--- src/rtl/pe_sequencer.sv ---
// Host-side sequencer for one background-removal PE: buffers a pixel block, requests the PE sum
// and background removal, then streams the replaced pixels out.
module pe_sequencer #(
  parameter int unsigned LOG2_N  = 2,
  parameter int unsigned TIMEOUT = 1023
) (
  input  logic                     Clk,
  input  logic                     Reset,
  input  logic                     start,
  input  logic [7:0]               threshold,
  input  logic [7:0]               bg_r,
  input  logic [7:0]               bg_g,
  input  logic [7:0]               bg_b,
  input  logic                     pix_valid,
  output logic                     pix_ready,
  input  logic [7:0]               pix_r,
  input  logic [7:0]               pix_g,
  input  logic [7:0]               pix_b,
  output logic                     pe_start_sum,
  output logic                     pe_start_bg,
  output logic                     pe_ack,
  output logic [(8<<LOG2_N)-1:0]   pe_red_in,
  output logic [(8<<LOG2_N)-1:0]   pe_green_in,
  output logic [(8<<LOG2_N)-1:0]   pe_blue_in,
  output logic [7:0]               pe_red_exp,
  output logic [7:0]               pe_green_exp,
  output logic [7:0]               pe_blue_exp,
  output logic [7:0]               pe_threshold,
  output logic [7:0]               pe_bg_r,
  output logic [7:0]               pe_bg_g,
  output logic [7:0]               pe_bg_b,
  input  logic                     pe_sum_done,
  input  logic                     pe_bg_done,
  input  logic [(8<<LOG2_N)-1:0]   pe_red_sum,
  input  logic [(8<<LOG2_N)-1:0]   pe_green_sum,
  input  logic [(8<<LOG2_N)-1:0]   pe_blue_sum,
  input  logic [(8<<LOG2_N)-1:0]   pe_red_out,
  input  logic [(8<<LOG2_N)-1:0]   pe_green_out,
  input  logic [(8<<LOG2_N)-1:0]   pe_blue_out,
  output logic                     out_valid,
  input  logic                     out_ready,
  output logic [7:0]               out_r,
  output logic [7:0]               out_g,
  output logic [7:0]               out_b,
  output logic                     busy,
  output logic                     done,
  output logic                     err
);

  localparam int unsigned N    = 1 << LOG2_N;
  localparam int unsigned W    = 8 * N;
  localparam int unsigned CntW = $clog2(TIMEOUT + 1);
  localparam int unsigned IdxW = (LOG2_N > 0) ? LOG2_N : 1;
  localparam logic [IdxW-1:0] IdxLast = IdxW'(N - 1);
  localparam logic [CntW-1:0] CntMax  = CntW'(TIMEOUT);

  typedef enum logic [2:0] {
    StIdle, StLoad, StSumReq, StSumWait, StBgReq, StBgWait, StDrain, StDone
  } state_e;

  state_e          state;
  logic [IdxW-1:0] idx;
  logic [IdxW-1:0] idx_nxt;
  logic [CntW-1:0] wait_cnt;
  logic [W-1:0]    obuf_r, obuf_g, obuf_b;

  assign idx_nxt = idx + 1'b1;

  // Only the mean bits of each sum are consumed.
  logic unused_sum_bits;
  assign unused_sum_bits = ^{pe_red_sum[W-1:8+LOG2_N], pe_red_sum[LOG2_N-1:0],
                             pe_green_sum[W-1:8+LOG2_N], pe_green_sum[LOG2_N-1:0],
                             pe_blue_sum[W-1:8+LOG2_N], pe_blue_sum[LOG2_N-1:0]};

  always_ff @(posedge Clk) begin
    if (Reset) begin
      state        <= StIdle;
      idx          <= '0;
      wait_cnt     <= '0;
      obuf_r       <= '0;
      obuf_g       <= '0;
      obuf_b       <= '0;
      pix_ready    <= 1'b0;
      pe_start_sum <= 1'b0;
      pe_start_bg  <= 1'b0;
      pe_ack       <= 1'b0;
      pe_red_in    <= '0;
      pe_green_in  <= '0;
      pe_blue_in   <= '0;
      pe_red_exp   <= '0;
      pe_green_exp <= '0;
      pe_blue_exp  <= '0;
      pe_threshold <= '0;
      pe_bg_r      <= '0;
      pe_bg_g      <= '0;
      pe_bg_b      <= '0;
      out_valid    <= 1'b0;
      out_r        <= '0;
      out_g        <= '0;
      out_b        <= '0;
      busy         <= 1'b0;
      done         <= 1'b0;
      err          <= 1'b0;
    end else begin
      pe_start_sum <= 1'b0;
      pe_start_bg  <= 1'b0;
      pe_ack       <= 1'b0;
      done         <= 1'b0;
      case (state)
        StIdle: begin
          if (start) begin
            pe_threshold <= threshold;
            pe_bg_r      <= bg_r;
            pe_bg_g      <= bg_g;
            pe_bg_b      <= bg_b;
            err          <= 1'b0;
            idx          <= '0;
            pix_ready    <= 1'b1;
            busy         <= 1'b1;
            state        <= StLoad;
          end
        end
        StLoad: begin
          if (pix_valid) begin
            pe_red_in[8*idx +: 8]   <= pix_r;
            pe_green_in[8*idx +: 8] <= pix_g;
            pe_blue_in[8*idx +: 8]  <= pix_b;
            idx                     <= idx_nxt;
            if (idx == IdxLast) begin
              pix_ready    <= 1'b0;
              pe_start_sum <= 1'b1;
              state        <= StSumReq;
            end
          end
        end
        StSumReq: begin
          wait_cnt <= '0;
          state    <= StSumWait;
        end
        StSumWait: begin
          if (pe_sum_done) begin
            pe_red_exp   <= pe_red_sum[7+LOG2_N -: 8];
            pe_green_exp <= pe_green_sum[7+LOG2_N -: 8];
            pe_blue_exp  <= pe_blue_sum[7+LOG2_N -: 8];
            pe_ack       <= 1'b1;
            pe_start_bg  <= 1'b1;
            state        <= StBgReq;
          end else if (wait_cnt == CntMax) begin
            err    <= 1'b1;
            pe_ack <= 1'b1;
            done   <= 1'b1;
            state  <= StDone;
          end else begin
            wait_cnt <= wait_cnt + 1'b1;
          end
        end
        StBgReq: begin
          wait_cnt <= '0;
          state    <= StBgWait;
        end
        StBgWait: begin
          if (pe_bg_done) begin
            obuf_r    <= pe_red_out;
            obuf_g    <= pe_green_out;
            obuf_b    <= pe_blue_out;
            out_r     <= pe_red_out[7:0];
            out_g     <= pe_green_out[7:0];
            out_b     <= pe_blue_out[7:0];
            out_valid <= 1'b1;
            pe_ack    <= 1'b1;
            idx       <= '0;
            state     <= StDrain;
          end else if (wait_cnt == CntMax) begin
            err    <= 1'b1;
            pe_ack <= 1'b1;
            done   <= 1'b1;
            state  <= StDone;
          end else begin
            wait_cnt <= wait_cnt + 1'b1;
          end
        end
        StDrain: begin
          if (out_ready) begin
            if (idx == IdxLast) begin
              out_valid <= 1'b0;
              out_r     <= '0;
              out_g     <= '0;
              out_b     <= '0;
              done      <= 1'b1;
              state     <= StDone;
            end else begin
              idx   <= idx_nxt;
              out_r <= obuf_r[8*idx_nxt +: 8];
              out_g <= obuf_g[8*idx_nxt +: 8];
              out_b <= obuf_b[8*idx_nxt +: 8];
            end
          end
        end
        StDone: begin
          busy  <= 1'b0;
          state <= StIdle;
        end
        default: state <= StIdle;
      endcase
    end
  end

endmodule
--- config.mk ---
export PLATFORM = sky130hd
export DESIGN_NAME = pe_sequencer
export DESIGN_NICKNAME = d
export VERILOG_FILES = /design/src/rtl/pe_sequencer.sv
export SDC_FILE = /design/constraint.sdc
export NUM_CORES = 1
export LEC_CHECK = 0
export ABC_CLOCK_PERIOD_IN_PS = 3640
export CAP_MARGIN = 20
export CORE_AREA = 4 4 167 169
export CTS_CLUSTER_DIAMETER = 80
export DETAILED_ROUTE_END_ITERATION = 10
export DIE_AREA = 0 0 171 173
export HOLD_SLACK_MARGIN = 0.02
export PLACE_DENSITY = 0.8
export RECOVER_POWER = 25
export SLEW_MARGIN = 20
export SYNTH_ARGS = -nofsm -noshare
export SYNTH_HDL_FRONTEND = slang
export SYNTH_SLANG_ARGS = --single-unit
--- constraint.sdc ---
create_clock -name Clk -period 3.64 [get_ports Clk]
set_clock_uncertainty 0.1 [all_clocks]
set_input_delay 0.728 -clock Clk [delete_from_list [all_inputs] [get_ports Clk]]
set_output_delay 0.728 -clock Clk [all_outputs]
set_load 0.05 [all_outputs]
# After elaboration in Yosys (flattened, before gate mapping)
# Index checks and enable logic that the tools add are counted.
[classes] shifts=7 muxes=57 n_reduce_logical=22 bitwise=3 addsub=3 n_eq_ne=18
[op_table] cell="indexed part select 8 x 34 -> 32 bit" count=3
[op_table] cell="bitwise mux 32 bit" count=3
[op_table] cell="indexed part select 32 x 6 -> 8 bit" count=3
[op_table] cell="two-way mux 8 bit" count=9
[op_table] cell="one-hot mux 8 bit (2 select lines)" count=3
[op_table] cell="negation 5 -> 34 bit" count=1
[op_table] cell="variable shift 8 x 34 -> 32 bit (first input constant)" count=1
[op_table] cell="two-way mux 10 bit" count=3
[op_table] cell="one-hot mux 10 bit (3 select lines)" count=1
[op_table] cell="two-way mux 3 bit" count=8
[op_table] cell="one-hot mux 3 bit (8 select lines)" count=1
[op_table] cell="!= test 2 bit (second input constant)" count=9
[op_table] cell="two-way mux 1 bit" count=17
[op_table] cell="equality test 3 bit (second input constant)" count=4
[op_table] cell="AND reduction 4 bit" count=3
[op_table] cell="adder 10 x 1 -> 10 bit (second input constant)" count=1
[op_table] cell="equality test 10 bit (second input constant)" count=1
[op_table] cell="two-way mux 2 bit" count=5
[op_table] cell="AND reduction 2 bit" count=5
[op_table] cell="one-hot mux 1 bit (2 select lines)" count=4
[op_table] cell="one-hot mux 2 bit (4 select lines)" count=1
[op_table] cell="equality test 3 x 2 -> 1 bit (second input constant)" count=2
[op_table] cell="one-hot mux 1 bit (3 select lines)" count=2
[op_table] cell="AND reduction 3 bit" count=2
[op_table] cell="other kinds (12)" count=18
[word_totals] register_bits=295 word_cells=137 inputBits=255

# Logic depth before layout (Yosys ltp)
[depth] word_depth=5 ltp_mapped=8 depth_no_buf=5

# Worst setup path after synthesis
# OpenSTA, ideal clock, no wires.
[synth_path] path_type="flip-flop to flip-flop" start="register idx[0]" end="register out_b[5]" path_stages_with_launch=9 required_ps=3406 path_buffers=3 arrival_ps=1990 synth_period_minus_slack_ps=2224 setup_ps=134 path_slack_ps=1416 path_cell_list="dfxtp_1 > buf_4 > inv_1 > ha_1 > buf_4 > buf_4 > mux4_2 > nand2_1 > a211oi_1"
[synth_between] elab_chain_len=5
[synth_rtl] element="start, declared" line="62" rtl="logic [IdxW-1:0] idx;"
[synth_rtl] element="start signal, assigned" line="128" rtl="idx <= idx_nxt;"
[synth_rtl] element="start signal, assigned" line="192" rtl="idx <= idx_nxt;"
[synth_rtl] element="adder 2 x 1 -> 2 bit" line="67" rtl="assign idx_nxt = idx + 1'b1;"
[synth_rtl] element="indexed part select 32 x 6 -> 8 bit" line="195" rtl="out_b <= obuf_b[8*idx_nxt +: 8];"
[synth_rtl] element="two-way mux 8 bit *" line="184" rtl="if (idx == IdxLast) begin"
[synth_rtl] element="two-way mux 8 bit *" line="183" rtl="if (out_ready) begin"
[synth_rtl] element="one-hot mux 8 bit (2 select lines) *" line="109" rtl="case (state)"
[synth_rtl] element="end signal, assigned" line="168" rtl="out_b <= pe_blue_out[7:0];"
[synth_rtl] element="end signal, assigned" line="195"
[synth_rtl] element="end, declared" line="44" rtl="output logic [7:0] out_b,"
# Every way passes the cells marked *; elsewhere a longest branch is shown, timed or not. The select of a mux whose other input is x is not followed.
# A chain may end at the register's enable or synchronous reset.

# Worst setup path after layout
[layout_path] start="input pix_valid" end="register pe_red_in[23]"
[layout_between] elab_chain_len=1
[layout_rtl] element="start, declared" line="14" rtl="input logic pix_valid,"
[layout_rtl] element="AND reduction 2 bit (no line)"
[layout_rtl] element="end signal, assigned by index" line="125" rtl="pe_red_in[8*idx +: 8] <= pix_r;"
[layout_rtl] element="end, declared" line="22" rtl="output logic [(8<<LOG2_N)-1:0] pe_red_in,"
# No other way between the ends.

==> summary.md <==
| Metric | Value |
|---|---|
| Status | complete, no violations |
| Sequential share of the synthesized area | 0.503 |
| Synth Area in XOR/XNOR | 0.000745 |
| Synth Area in Simple Gates | 0.226 |
| Seq cells post-synth | 295 |
| Detailed placement HPWL | 24.8 mm |
| Global-route wire length before repair | 56.7 mm |
| Global route total overflow | 0 |
| Critical path class | in -> reg |
| Crit path max fanout | 24 |
| Total wire length | 36.5 mm |
| Vias per cell | 5.40 |
| DRC violations left | 0 |
| Most frequent cells in the layout | nand2_1, clkdlybuf4s50_1, dfxtp_1, a21oi_1, nand3_1 |
| Clock Latency Late Sink | 490 ps |
| Final antenna-violating net count | 0 |
| Psw | 1.71 mW |
| Die W | 171 µm |
| Final setup fails | 0 |
| Compound-Gate Fraction of Synth Area | 0.164 |
| Largest family of logic cells by synthesized area | simple AND/OR/NAND/NOR gates |
| Max_slew headroom | 0.214 |
| CTS tree | yes |
| Fin. max-slew vios | 0 |
| Critical Path End Type | register |
| Post-synth EDFFs | 0 |
| RSZ-0062 raised after global routing | false |
| Synth Cell Area | 11800 µm² |
| Top_reg_cell synth | dfxtp_1 |
| Post-cts repair resize count | 0 |
| Period minus WS final | 2820 ps |
| Core ar. | 26600 µm² |
| Port Buffers | 366 |
| Largest net degree at the start of global routing | 121 |
| Num CTS Buffers | 34 |
| Worst setup SP type | primary input |
| Num Clock Sinks | 295 |
| Power share of the combinational group | 0.087 |
| Pwr/cell area | 454 nW/µm² |
| Initial antenna violation count | 1 |
| Routing usage on met1 | 0.269 |
| Diode count | 0 |
| Synth Net Count | 1675 |
| Initial Utilization | 0.442 |
| Clock share of power | 0.477 |
| PnR worst setup slack | 820 ps |
| Required time of the critical path | 3890 ps |
| Vias | 11300 |
| Slew @ Worst Pin | 1180 ps |
| Switching share of power | 0.226 |
| Async SR Flop Fraction | 0 |
| CTS Hold Buffers Added | 0 |
| Post-Place Worst Slack | 540 ps |
| Gpl congestion | 0.834 |
| Register share of total power | 0.435 |
| Internal | 5.86 mW |
| Grt met3 use | 0.0638 |
| Commonest non-fill, non-tap cell in the layout | nand2_1 |
| Worst path arrival time | 3070 ps |
| Max H-tree Level | 2 |
| Top Usage Layer GRT | met2 |
| Syn avg cell area | 8.32 µm² |
| CTS root buf | clkbuf_16 |
| Setup bufs post-CTS | 0 |
| Setup TNS | 0 ps |
| Count of final hold-check violations | 0 |
| Global Route Usage Sum | 0.231 |
| Vias in the first global route | 11000 |
| First drt pass iteration count | 5 |
| Num rows | 60 |
| Layout area overhead | 41.9% |
| Met2 Resource Use GR | 0.397 |
| Leak Pwr | 5.49 nW |
| Period utilization | 0.775 |
| Area after DPL | 15500 µm² |
| Proportion of layout cells with a drive suffix above 1 | 0.0668 |
| Nets | 1990 |
| Die ar. | 29600 µm² |
| Yosys warning count | 0 |
| Post-DR wirelength/cell | 17.4 µm |
| Die height | 173 µm |
| Total power | 7.56 mW |
| Worst hold slack | 348 ps |
| Max VDD drop | 0.000288 V |
| Adder-cell share of the synthesized area | 0.00745 |
| HP Class | reg -> reg |
| Post-route cell area | 16700 µm² |
| Ports | 439 |
| Clock-pin slew of the registers on the worst-case setup and hold paths | 60 ps |
| Mapped Cells | 1413 |
| Max-cap viol count | 0 |
| First DRT Iteration DRCs | 776 |
| Clock Tree Buf Depth | 3 |
| Highest Clock Rate | 0.355 GHz |
| Multiplexer share of the synthesized area | 0.0468 |
| Cell variety after synth | 60 |
## power by group through the flow
stage | logic, mW | clock network [mW] | registers (mW)
floorplan | 0.193 | 0 | 3.48
global placement | 0.654 | 0 | 3.36
detailed placement | 0.663 | 0 | 3.36
CTS | 0.666 | 3.68 | 3.29
global route | 0.702 | 3.80 | 3.29
finish | 0.661 | 3.61 | 3.29
## stage by stage
step | instances | utilization
2_1_floorplan | 1413 | -
3_3_place_gp | 2032 | 0.584
3_5_place_dp | 2033 | 0.584
4_1_cts | 2093 | 0.629
5_1_grt | 2093 | 0.627
6_report | 2093 | 0.627
## worst max-delay path, cell delays in order
cell and delay [ps]:
dlygate4sd3_1 600, nor4bb_1 440, clkbuf_1 310, nand2_1 600
nand2_1 280, a21oi_1 90
## cell type report
cell class / instances / area, µm²
Timing Repair Buffer: 394 / 3910
Multi-Input combinational cell: 996 / 5220
Sequential cell: 295 / 5910
Clock inverter: 16 / 274
Clock buffer: 44 / 920
Fill cell: 2215 / 9900
Tap cell: 341 / 427
Inverter: 7 / 26.3
## cells by family after synthesis
logic type | after synthesis
and+or+nand+nor | 617
DFF | 295
xor gates and xnor gates | 1
muxes | 25
adders and majority gates | 7
AOI/OAI and AO/OA | 346
buffers and inverters | 122
## cells in the mapped netlist, types with 2 or more instances
cell type	instances	area share
nand2_1	439	0.14
dfxtp_1	295	0.50
a21oi_1	260	0.11
nand3_1	100	0.043
clkbuf_1	62	0.020
nor2_1	33	0.011
o21ai_0	29	0.012
a211oi_1	25	0.016
buf_2	25	0.011
mux4_2	24	0.046
buf_4	17	0.011
buf_6	9	0.0086
ha_1	7	0.0075
inv_1	7	0.0022
o31ai_1	6	0.0038
and2_1	4	0.0021
o211ai_1	4	0.0026
or4_1	4	0.0026
a311oi_1	3	0.0022
nor2b_1	3	0.0016
nor3_1	3	0.0013
o41ai_1	3	0.0022
or3_1	3	0.0016
and4_1	2	0.0015
and4bb_4	2	0.0028
nand2b_1	2	0.0011
nand3b_1	2	0.0013
nand4_1	2	0.0011
nand4b_1	2	0.0015
nor2_2	2	0.0011
nor3_2	2	0.0017
nor3b_2	2	0.0021
nor4bb_1	2	0.0017
o22ai_1	2	0.0011
## routing by layer
| metal | up-vias | share of wire |
|---|---|---|
| met5 | - | 0.00033 |
| met4 | 2 | 0.040 |
| met3 | 103 | 0.087 |
| met2 | 466 | 0.49 |
| met1 | 5270 | 0.39 |
| li1 | 5452 | - |
## registers in the layout (all words and copies together) (netlist names), 2 cells and up
register,cells
obuf_b,32
out_g,8
out_b,8
pe_bg_b,8
out_r,8
pe_threshold,8
obuf_g,32
state,3
pe_red_in,32
idx,2
pe_bg_g,8
obuf_r,32
pe_green_exp,8
pe_red_exp,8
wait_cnt,10
pe_green_in,32
pe_blue_exp,8
pe_bg_r,8
pe_blue_in,32
## worst paths after layout
check                             start                            to  slack [ps]  depth (start not counted)
min          pe_red_in[25]$_SDFFE_PP0P_    pe_red_in[25]$_SDFFE_PP0P_         350                          2
min reg2reg  pe_red_in[25]$_SDFFE_PP0P_    pe_red_in[25]$_SDFFE_PP0P_         350                          2
max                           pix_valid    pe_red_in[23]$_SDFFE_PP0P_         820                          6
max reg2reg       state[2]$_SDFFE_PP0P_  pe_green_exp[2]$_SDFFE_PP0P_         930                          5
Note: power is estimated with default switching activity, not from simulation.
